<file path="src/rtl/imm_pkg.sv">
// Decode-stage shared definitions: RV32I/RV64I opcode map and immediate format codes.
// No state, no latency, no handshake.
package imm_pkg;

   localparam logic [6:0] OP_LOAD   = 7'b0000011;
   localparam logic [6:0] OP_IMM    = 7'b0010011;
   localparam logic [6:0] OP_JALR   = 7'b1100111;
   localparam logic [6:0] OP_STORE  = 7'b0100011;
   localparam logic [6:0] OP_BRANCH = 7'b1100011;
   localparam logic [6:0] OP_LUI    = 7'b0110111;
   localparam logic [6:0] OP_AUIPC  = 7'b0010111;
   localparam logic [6:0] OP_JAL    = 7'b1101111;
   localparam logic [6:0] OP_REG    = 7'b0110011;

   typedef enum logic [2:0] {
      FMT_R = 3'd0,
      FMT_I = 3'd1,
      FMT_S = 3'd2,
      FMT_B = 3'd3,
      FMT_U = 3'd4,
      FMT_J = 3'd5
   } fmt_e;

   // Packed width of imm_res_t {imm, fmt, target, illegal} for a given XLEN.
   function automatic int res_width(input int xlen);
      return 2 * xlen + 4;
   endfunction

endpackage

</file>
<file path="src/rtl/imm_decode.sv">
// Combinational immediate decode: {inst, pc} -> {imm, fmt, target, illegal}.
// Zero latency; no handshake, the owner registers the result.
module imm_decode
   import imm_pkg::*;
#(
   parameter int XLEN = 32
) (
   input  logic [31:0]                inst,
   input  logic [XLEN-1:0]            pc,
   output logic [res_width(XLEN)-1:0] res
);

   typedef struct packed {
      logic [XLEN-1:0] imm;
      fmt_e            fmt;
      logic [XLEN-1:0] target;
      logic            illegal;
   } imm_res_t;

   imm_res_t           r;
   logic signed [31:0] imm32;
   logic               pcrel;

   always_comb begin
      r     = '0;
      imm32 = '0;
      pcrel = 1'b0;
      case (inst[6:0])
         OP_LOAD, OP_IMM, OP_JALR: begin
            r.fmt = FMT_I;
            imm32 = {{20{inst[31]}}, inst[31:20]};
         end
         OP_STORE: begin
            r.fmt = FMT_S;
            imm32 = {{20{inst[31]}}, inst[31:25], inst[11:7]};
         end
         OP_BRANCH: begin
            r.fmt = FMT_B;
            imm32 = {{19{inst[31]}}, inst[31], inst[7], inst[30:25], inst[11:8], 1'b0};
            pcrel = 1'b1;
         end
         OP_LUI: begin
            r.fmt = FMT_U;
            imm32 = {inst[31:12], 12'b0};
         end
         OP_AUIPC: begin
            r.fmt = FMT_U;
            imm32 = {inst[31:12], 12'b0};
            pcrel = 1'b1;
         end
         OP_JAL: begin
            r.fmt = FMT_J;
            imm32 = {{11{inst[31]}}, inst[31], inst[19:12], inst[20], inst[30:21], 1'b0};
            pcrel = 1'b1;
         end
         OP_REG:  r.fmt = FMT_R;
         default: r.illegal = 1'b1;
      endcase
      // Signed cast replicates inst[31] up to XLEN-1 on RV64.
      r.imm    = XLEN'(imm32);
      r.target = pc + (pcrel ? r.imm : XLEN'(4));
   end

   assign res = r;

endmodule

</file>
<file path="src/rtl/imm_gen_pipe.sv">
// Registered immediate generator between fetch and register-read/execute.
// Latency 1 cycle from input transfer; 1/cycle throughput with out_ready high.
// Backpressure: SKID=1 absorbs one extra instruction with registered in_ready; SKID=0 stalls combinationally.
module imm_gen_pipe
   import imm_pkg::*;
#(
   parameter int XLEN = 32,
   parameter int SKID = 1
) (
   input  logic            clk,
   input  logic            rst_n,
   input  logic            flush,
   input  logic            in_valid,
   output logic            in_ready,
   input  logic [31:0]     in_inst,
   input  logic [XLEN-1:0] in_pc,
   output logic            out_valid,
   input  logic            out_ready,
   output logic [XLEN-1:0] out_imm,
   output logic [2:0]      out_fmt,
   output logic [XLEN-1:0] out_target,
   output logic            out_illegal
);

   typedef struct packed {
      logic [XLEN-1:0] imm;
      fmt_e            fmt;
      logic [XLEN-1:0] target;
      logic            illegal;
   } imm_res_t;

   imm_res_t dec;
   imm_res_t out_q;
   imm_res_t skid_q;
   logic     out_valid_q;
   logic     skid_valid;
   logic     in_fire;
   logic     out_free;

   imm_decode #(.XLEN(XLEN)) u_decode (
      .inst (in_inst),
      .pc   (in_pc),
      .res  (dec)
   );

   // With the skid entry, readiness depends only on state, never on out_ready.
   assign in_ready = !flush && ((SKID != 0) ? !skid_valid : (!out_valid_q || out_ready));
   assign in_fire  = in_valid && in_ready;
   assign out_free = !out_valid_q || out_ready;

   always_ff @(posedge clk or negedge rst_n) begin
      if (!rst_n) begin
         out_valid_q <= 1'b0;
         skid_valid  <= 1'b0;
         out_q       <= '0;
         skid_q      <= '0;
      end else if (flush) begin
         out_valid_q <= 1'b0;
         skid_valid  <= 1'b0;
      end else if (out_free) begin
         if (skid_valid) begin
            out_q       <= skid_q;
            out_valid_q <= 1'b1;
            skid_valid  <= 1'b0;
         end else begin
            out_valid_q <= in_fire;
            if (in_fire) out_q <= dec;
         end
      end else if ((SKID != 0) && in_fire) begin
         skid_q     <= dec;
         skid_valid <= 1'b1;
      end
   end

   assign out_valid   = out_valid_q;
   assign out_imm     = out_q.imm;
   assign out_fmt     = out_q.fmt;
   assign out_target  = out_q.target;
   assign out_illegal = out_q.illegal;

endmodule

</file>
<file path="config.mk">
export PLATFORM = sky130hd
export DESIGN_NAME = imm_gen_pipe
export DESIGN_NICKNAME = d
export VERILOG_FILES = /design/src/rtl/imm_pkg.sv /design/src/rtl/imm_decode.sv /design/src/rtl/imm_gen_pipe.sv
export SDC_FILE = /design/constraint.sdc
export NUM_CORES = 1
export LEC_CHECK = 0
export ABC_AREA = 1
export BUFFER_PORTS_ARGS = -buffer_cell sky130_fd_sc_hd__buf_4
export CELL_PAD_IN_SITES_DETAIL_PLACEMENT = 0
export CELL_PAD_IN_SITES_GLOBAL_PLACEMENT = 2
export CORE_MARGIN = 2
export CORE_UTILIZATION = 34
export DETAILED_ROUTE_END_ITERATION = 6
export GPL_TIMING_DRIVEN = 0
export PLACE_DENSITY = 0.84
export SYNTH_ARGS = -nofsm -noshare
export SYNTH_HDL_FRONTEND = slang
export SYNTH_SLANG_ARGS = --single-unit
</file>
<file path="constraint.sdc">
create_clock -name clk -period 3.5 [get_ports clk]
set_clock_uncertainty 0.2 [all_clocks]
set_input_delay 0.175 -clock clk [delete_from_list [all_inputs] [get_ports clk]]
set_output_delay 0.175 -clock clk [all_outputs]
set_load 0.01 [all_outputs]
</file>
Yosys cells after proc, flatten, opt, wreduce, memory -nomap -nowiden. Index checks and enable logic that the tools add are counted.

Equal/unequal tests: 9. Add/subtract/negate cells: 1. Bitwise gates (word level): 2. Reduce and logical (&&, ||, !) cells: 15. Mux-type cells: 13.

Operators with widths (count): $pmux W32 S5 (1); $mux W68 (2); $add A32 B32 Y32 (1); $mux W32 (1); $eq A7 B6 Y1 const B (3); $eq A7 B7 Y1 const B (3); $pmux W3 S5 (1); $eq A7 B5 Y1 const B (2); $reduce_or A9 Y1 (1); $mux W1 (8); $eq A7 B2 Y1 const B (1); $reduce_and A3 Y1 (2); $reduce_or A3 Y1 (2); $reduce_bool A2 Y1 (2); $logic_not A1 Y1 (3); $reduce_bool A3 Y1 (1); $logic_and A1 B1 Y1 (2); $not A1 Y1 (2); $reduce_or A2 Y1 (1); $logic_or A1 B1 Y1 (1).

Word-level logic and storage cells: 50. Flip-flop bits (word level): 138. Bits of input ports: 69.

Longest topological paths before layout.
Depth after elaboration: 7. Depth in mapped cells: 25.

Modules after synthesis. Synthesis repeated with hierarchy kept, for this count alone.

Cells, all modules: 1595. Area total of the unflattened synthesis: 10181.0 µm².

Modules (own cells, without submodules): imm_gen_pipe (instances 1, cells each 904, area an instance 6924.1 µm²); imm_decode (instances 1, cells each 691, area an instance 3256.9 µm²).

Worst setup path after synthesis. Ideal clock, no wire load.

Kind: input port to flip-flop. From: in in_inst[4]. To: reg out_q, in the netlist out_target[19]. Arrival time: 2411 ps. Setup time: 116 ps. Path buffers: 1. Required time: 3184 ps. Path slack: 773 ps. Stages: 19. Cells stage by stage: inv_1 > nand2_2 > nor2_4 > nand2_2 > nand3_1 > buf_2 > nand2_1 > ha_1 > or2_2 > nand3_1 > nand2_1 > nand2_1 > nand2_1 > a21oi_1 > inv_1 > nand2_1 > nand3_1 > nand2_1 > nand2_1.

Word-level cells in the longest chain between the ends: 7. Elaborated cells on any way between the ends: 17.

RTL lines: from (decl) (line imm_gen_pipe.sv:15) `input logic [31:0] in_inst,`; $eq A7 B2 Y1, or another cell as far along (line imm_decode.sv:28) `case (inst[6:0])`; $reduce_or A3 Y1, or another cell as far along (line imm_decode.sv:28); $pmux W32 S5 or $mux W1 (tied branches) (line imm_decode.sv:28); $mux W32 (*) (line imm_decode.sv:61) `r.target = pc + (pcrel ? r.imm : XLEN'(4));`; $add A32 B32 Y32 (*) (line imm_decode.sv:61); $mux W68 (*) (line imm_gen_pipe.sv:67) `if (in_fire) out_q <= dec;`; $mux W68 (*) (line imm_gen_pipe.sv:61) `if (skid_valid) begin`; to (signal assigned) (line imm_gen_pipe.sv:62) `out_q <= skid_q;`; to (decl) (line imm_gen_pipe.sv:33) `imm_res_t out_q;`.

Every way passes the cells marked *; elsewhere a longest branch is shown, timed or not. The select of a mux whose other input is x is not followed. A chain may end at the register's enable or synchronous reset.

Worst setup path after layout.
From: in in_inst[3]. To: reg out_q, in the netlist out_target[31].

The elaborated chain is that of the path after synthesis.

==> reports/qor.yml <==
ys_warn_count: 0
reg2reg_depth: 6
final_cell_count_no_fill: 1716
p_seq_share_pct: 41.8
crit_fanout: 10
ys_ff_latch: 138
drv_slew: 0
crit_top_cell: "nand2_1"
io_buffers: 137
die_h_um: 162
clockBufferDepth: 2
drt-pass1-iter-count: 5
power_uw: 4830
slowest_stage: "dlygate4sd3_1"
path_clk_slew_ns: 0.07
period_share_pct: 94.5
worstPathRequired_ns: 3.67
post_synth.cell_area_avg_um2: 7.07
pre_cts_slack_ns: -0.184
ant_nets: 0
finalHoldViolations: 0
combPwrFrac_pct: 18.6
num-nets-final: 1479
p_per_area_nw_per_um2: 447
vias: 8564
cts_buffers: 17
slew_headroom_pct: 35.8
drc: 0
grt_overflow: 0
worstMarginPinSlew_ns: 0.963
cp-end-kind: "flip-flop"
synth_common_cells: "nand2_1, dfrtp_1, nor2_1"
synth_cell_types: 39
placementRows: 57
synthMostInstantiatedCell: "nand2_1"
synth_edf_count: 0
drive_gt1_share_pct: 16.2
path_cells: "buf_4, nor2_1, dlygate4sd3_1, nand3_2, nand2_4, nand2_1, a21oi_1, ha_1, nand2_1, nor2_1, nand2_1, nor3b_1, nand2_1, nand2_1, nand3_1, nand3_1, nand2_1, nand2_1"
fin_util_pct: 44.5
ys_seq_area_share_pct: 40.9
grt_pass1_wl_mm: 49.9
post_cts.repair.setup_buffers: 0
max_stage_delay_ns: 0.59
ys.flop_type: "dfrtp_1"
fmax_mhz: 302
core_area_um2: 24300
die_area_um2: 26100
numClockSinks: 138
peakVddDrop_uv: 262
area.growth.synth_to_final_pct: 28.2
num_io_pins: 139
grt_util_all_layers_pct: 25.5
cp.arrival_ns: 3.47
start_util_pct: 34.7
grt_pass1_vias: 8495
async_reset_ff_share_pct: 100
wl_per_cell_um: 19.0
start_kind: "input port"
synth_top_area_share_pct: 40.9
cts_tree: "done"
n_fill_cell: 2610
syn_inst: 1194
insertion_delay_ns: 0.44
synth_area_um2: 8440
dp_cells: 1656
cap_violations: 0
p_switching_uw: 1470
viasPerCell: 4.99
finalSetupViolCount: 0
synth_top_area_cell: "dfrtp_1"
place_hpwl_mm: 25.6
antenna_found_initial: 1
fin_ws_ns: 0.192
syn_nets: 1295
min_path_cells: 5
wl_mm: 32.6
setup-tns-final_ns: 0
clock_power_share_pct: 39.6
critPathKind: "input port to flip-flop"
leakagePower_uw: 0.00568
hold_path.class: "input port to flip-flop"
cts_root_buffer: "clkbuf_16"
swShare_pct: 30.5
grt_max_degree: 81
status: "finished, final reports clean"
dr.first_iter.drc_count: 622
synth_area_leaders: "dfrtp_1, nand2_1, o21ai_0"
internal_power_uw: 3360
h-tree-depth: 4
fin_crit_ns: 3.31
routabilityCongestion: 0.909
die_x_um: 162
path summary, 6_finish.rpt:
check                                            from                          to  slack [ns]
max                                        in_inst[3]  out_target[31]$_DFFE_PN0P_        0.19
min                                       in_inst[17]      skid_q[53]$_DFFE_PN0P_       0.007
max reg2reg                    skid_valid$_DFFE_PN0P_      skid_valid$_DFFE_PN0P_        0.85
min reg2reg                out_target[30]$_DFFE_PN0P_  out_target[30]$_DFFE_PN0P_        0.28
max in group asynchronous                       rst_n     out_imm[22]$_DFFE_PN0P_        2.17
min in group asynchronous                       rst_n  out_target[17]$_DFFE_PN0P_        0.09
sequential cells by signal, summed over array words and instances (netlist names):
| name | cells |
|---|---|
| out_fmt | 3 |
| out_valid | 1 |
| skid_valid | 1 |
| skid_q | 68 |
| out_illegal | 1 |
| out_target | 32 |
| out_imm | 32 |
metal layers:
layer,global-route usage [%],wire length [µm],vias to the layer above
li1,-,-,4246
met1,37.1,15700,4040
met2,39.8,14400,244
met3,3.16,1740,32
met4,7.67,718,2
met5,0,13,-
per-stage QoR:
step | hold slack (ns) | cell area [µm²]
after detailed placement | 0.0121 | 9900
after CTS | 0.00475 | 10800
after floorplan | -0.321 | 8440
after global routing | 0.0497 | 10800
final | 0.00704 | 10800
after global placement | 0.255 | 9870
layout make-up:
| cell class | count | area (µm²) | area share [%] |
|---|---|---|---|
| Buffer | 49 | 221 | 2.05 |
| Timing Repair Buffer | 165 | 1330 | 12.3 |
| Multi-Input combinational cell | 888 | 4350 | 40.2 |
| Inverter | 119 | 447 | 4.13 |
| Clock inverter | 15 | 184 | 1.70 |
| Tap cell | 324 | 405 | 3.75 |
| Sequential cell | 138 | 3450 | 31.9 |
| Clock buffer | 17 | 425 | 3.93 |
| Antenna cell | 1 | 2.50 | 0.0231 |
cell families after synthesis:
kind of cell | count (synthesis) | synth area share [%]
AO/OA/AOI/OAI | 259 | 17.0
adder cells (fa/ha/maj) | 32 | 4.83
buffers and inverters | 168 | 7.92
AND/OR/NAND/NOR | 583 | 27.9
other | 1 | 0.0444
flip-flops | 138 | 40.9
XOR/XNOR | 13 | 1.35
critical path, delay by kind of cell:
kind	cells	cell delay, ns
buffers and inverters	2	0.71
and+or+nand+nor	14	1.95
adders and majority gates	1	0.29
AOI/OAI and AO/OA	1	0.34
power by group through the flow:
stage	Sequential, µW	Clock (µW)	Combinational, µW
floorplan	2060	0	418
global placement	2040	0	866
detailed placement	2040	0	880
CTS	2020	1940	905
global route	2050	2010	1010
finish	2020	1910	899
layout by cell type (no fill, tap or decap), drive strengths merged, types with 3 or more instances in the layout:
cell type,Yosys,routed
inv,119,127
nand3,55,55
dlygate4sd3,0,27
o21ai,123,123
nor2,128,128
xnor2,11,11
ha,31,31
nor3,7,7
dfrtp,138,138
a31oi,23,23
nand2,384,384
o21a,15,15
buf,24,162
clkbuf,25,42
a21oi,77,77
a22oi,3,3
o21bai,8,8
clkinv,0,3
o211ai,5,5
nand4,6,6
repair_timing:
| action | 4_1_cts | 5_1_grt |
|---|---|---|
| endpoints found under the setup margin | 0 | 16 |
| hold buffers | 27 | 0 |
| endpoints found under the hold margin | 87 | 0 |
| resized for setup | 0 | 11 |
(Power assumes the default switching activity.)
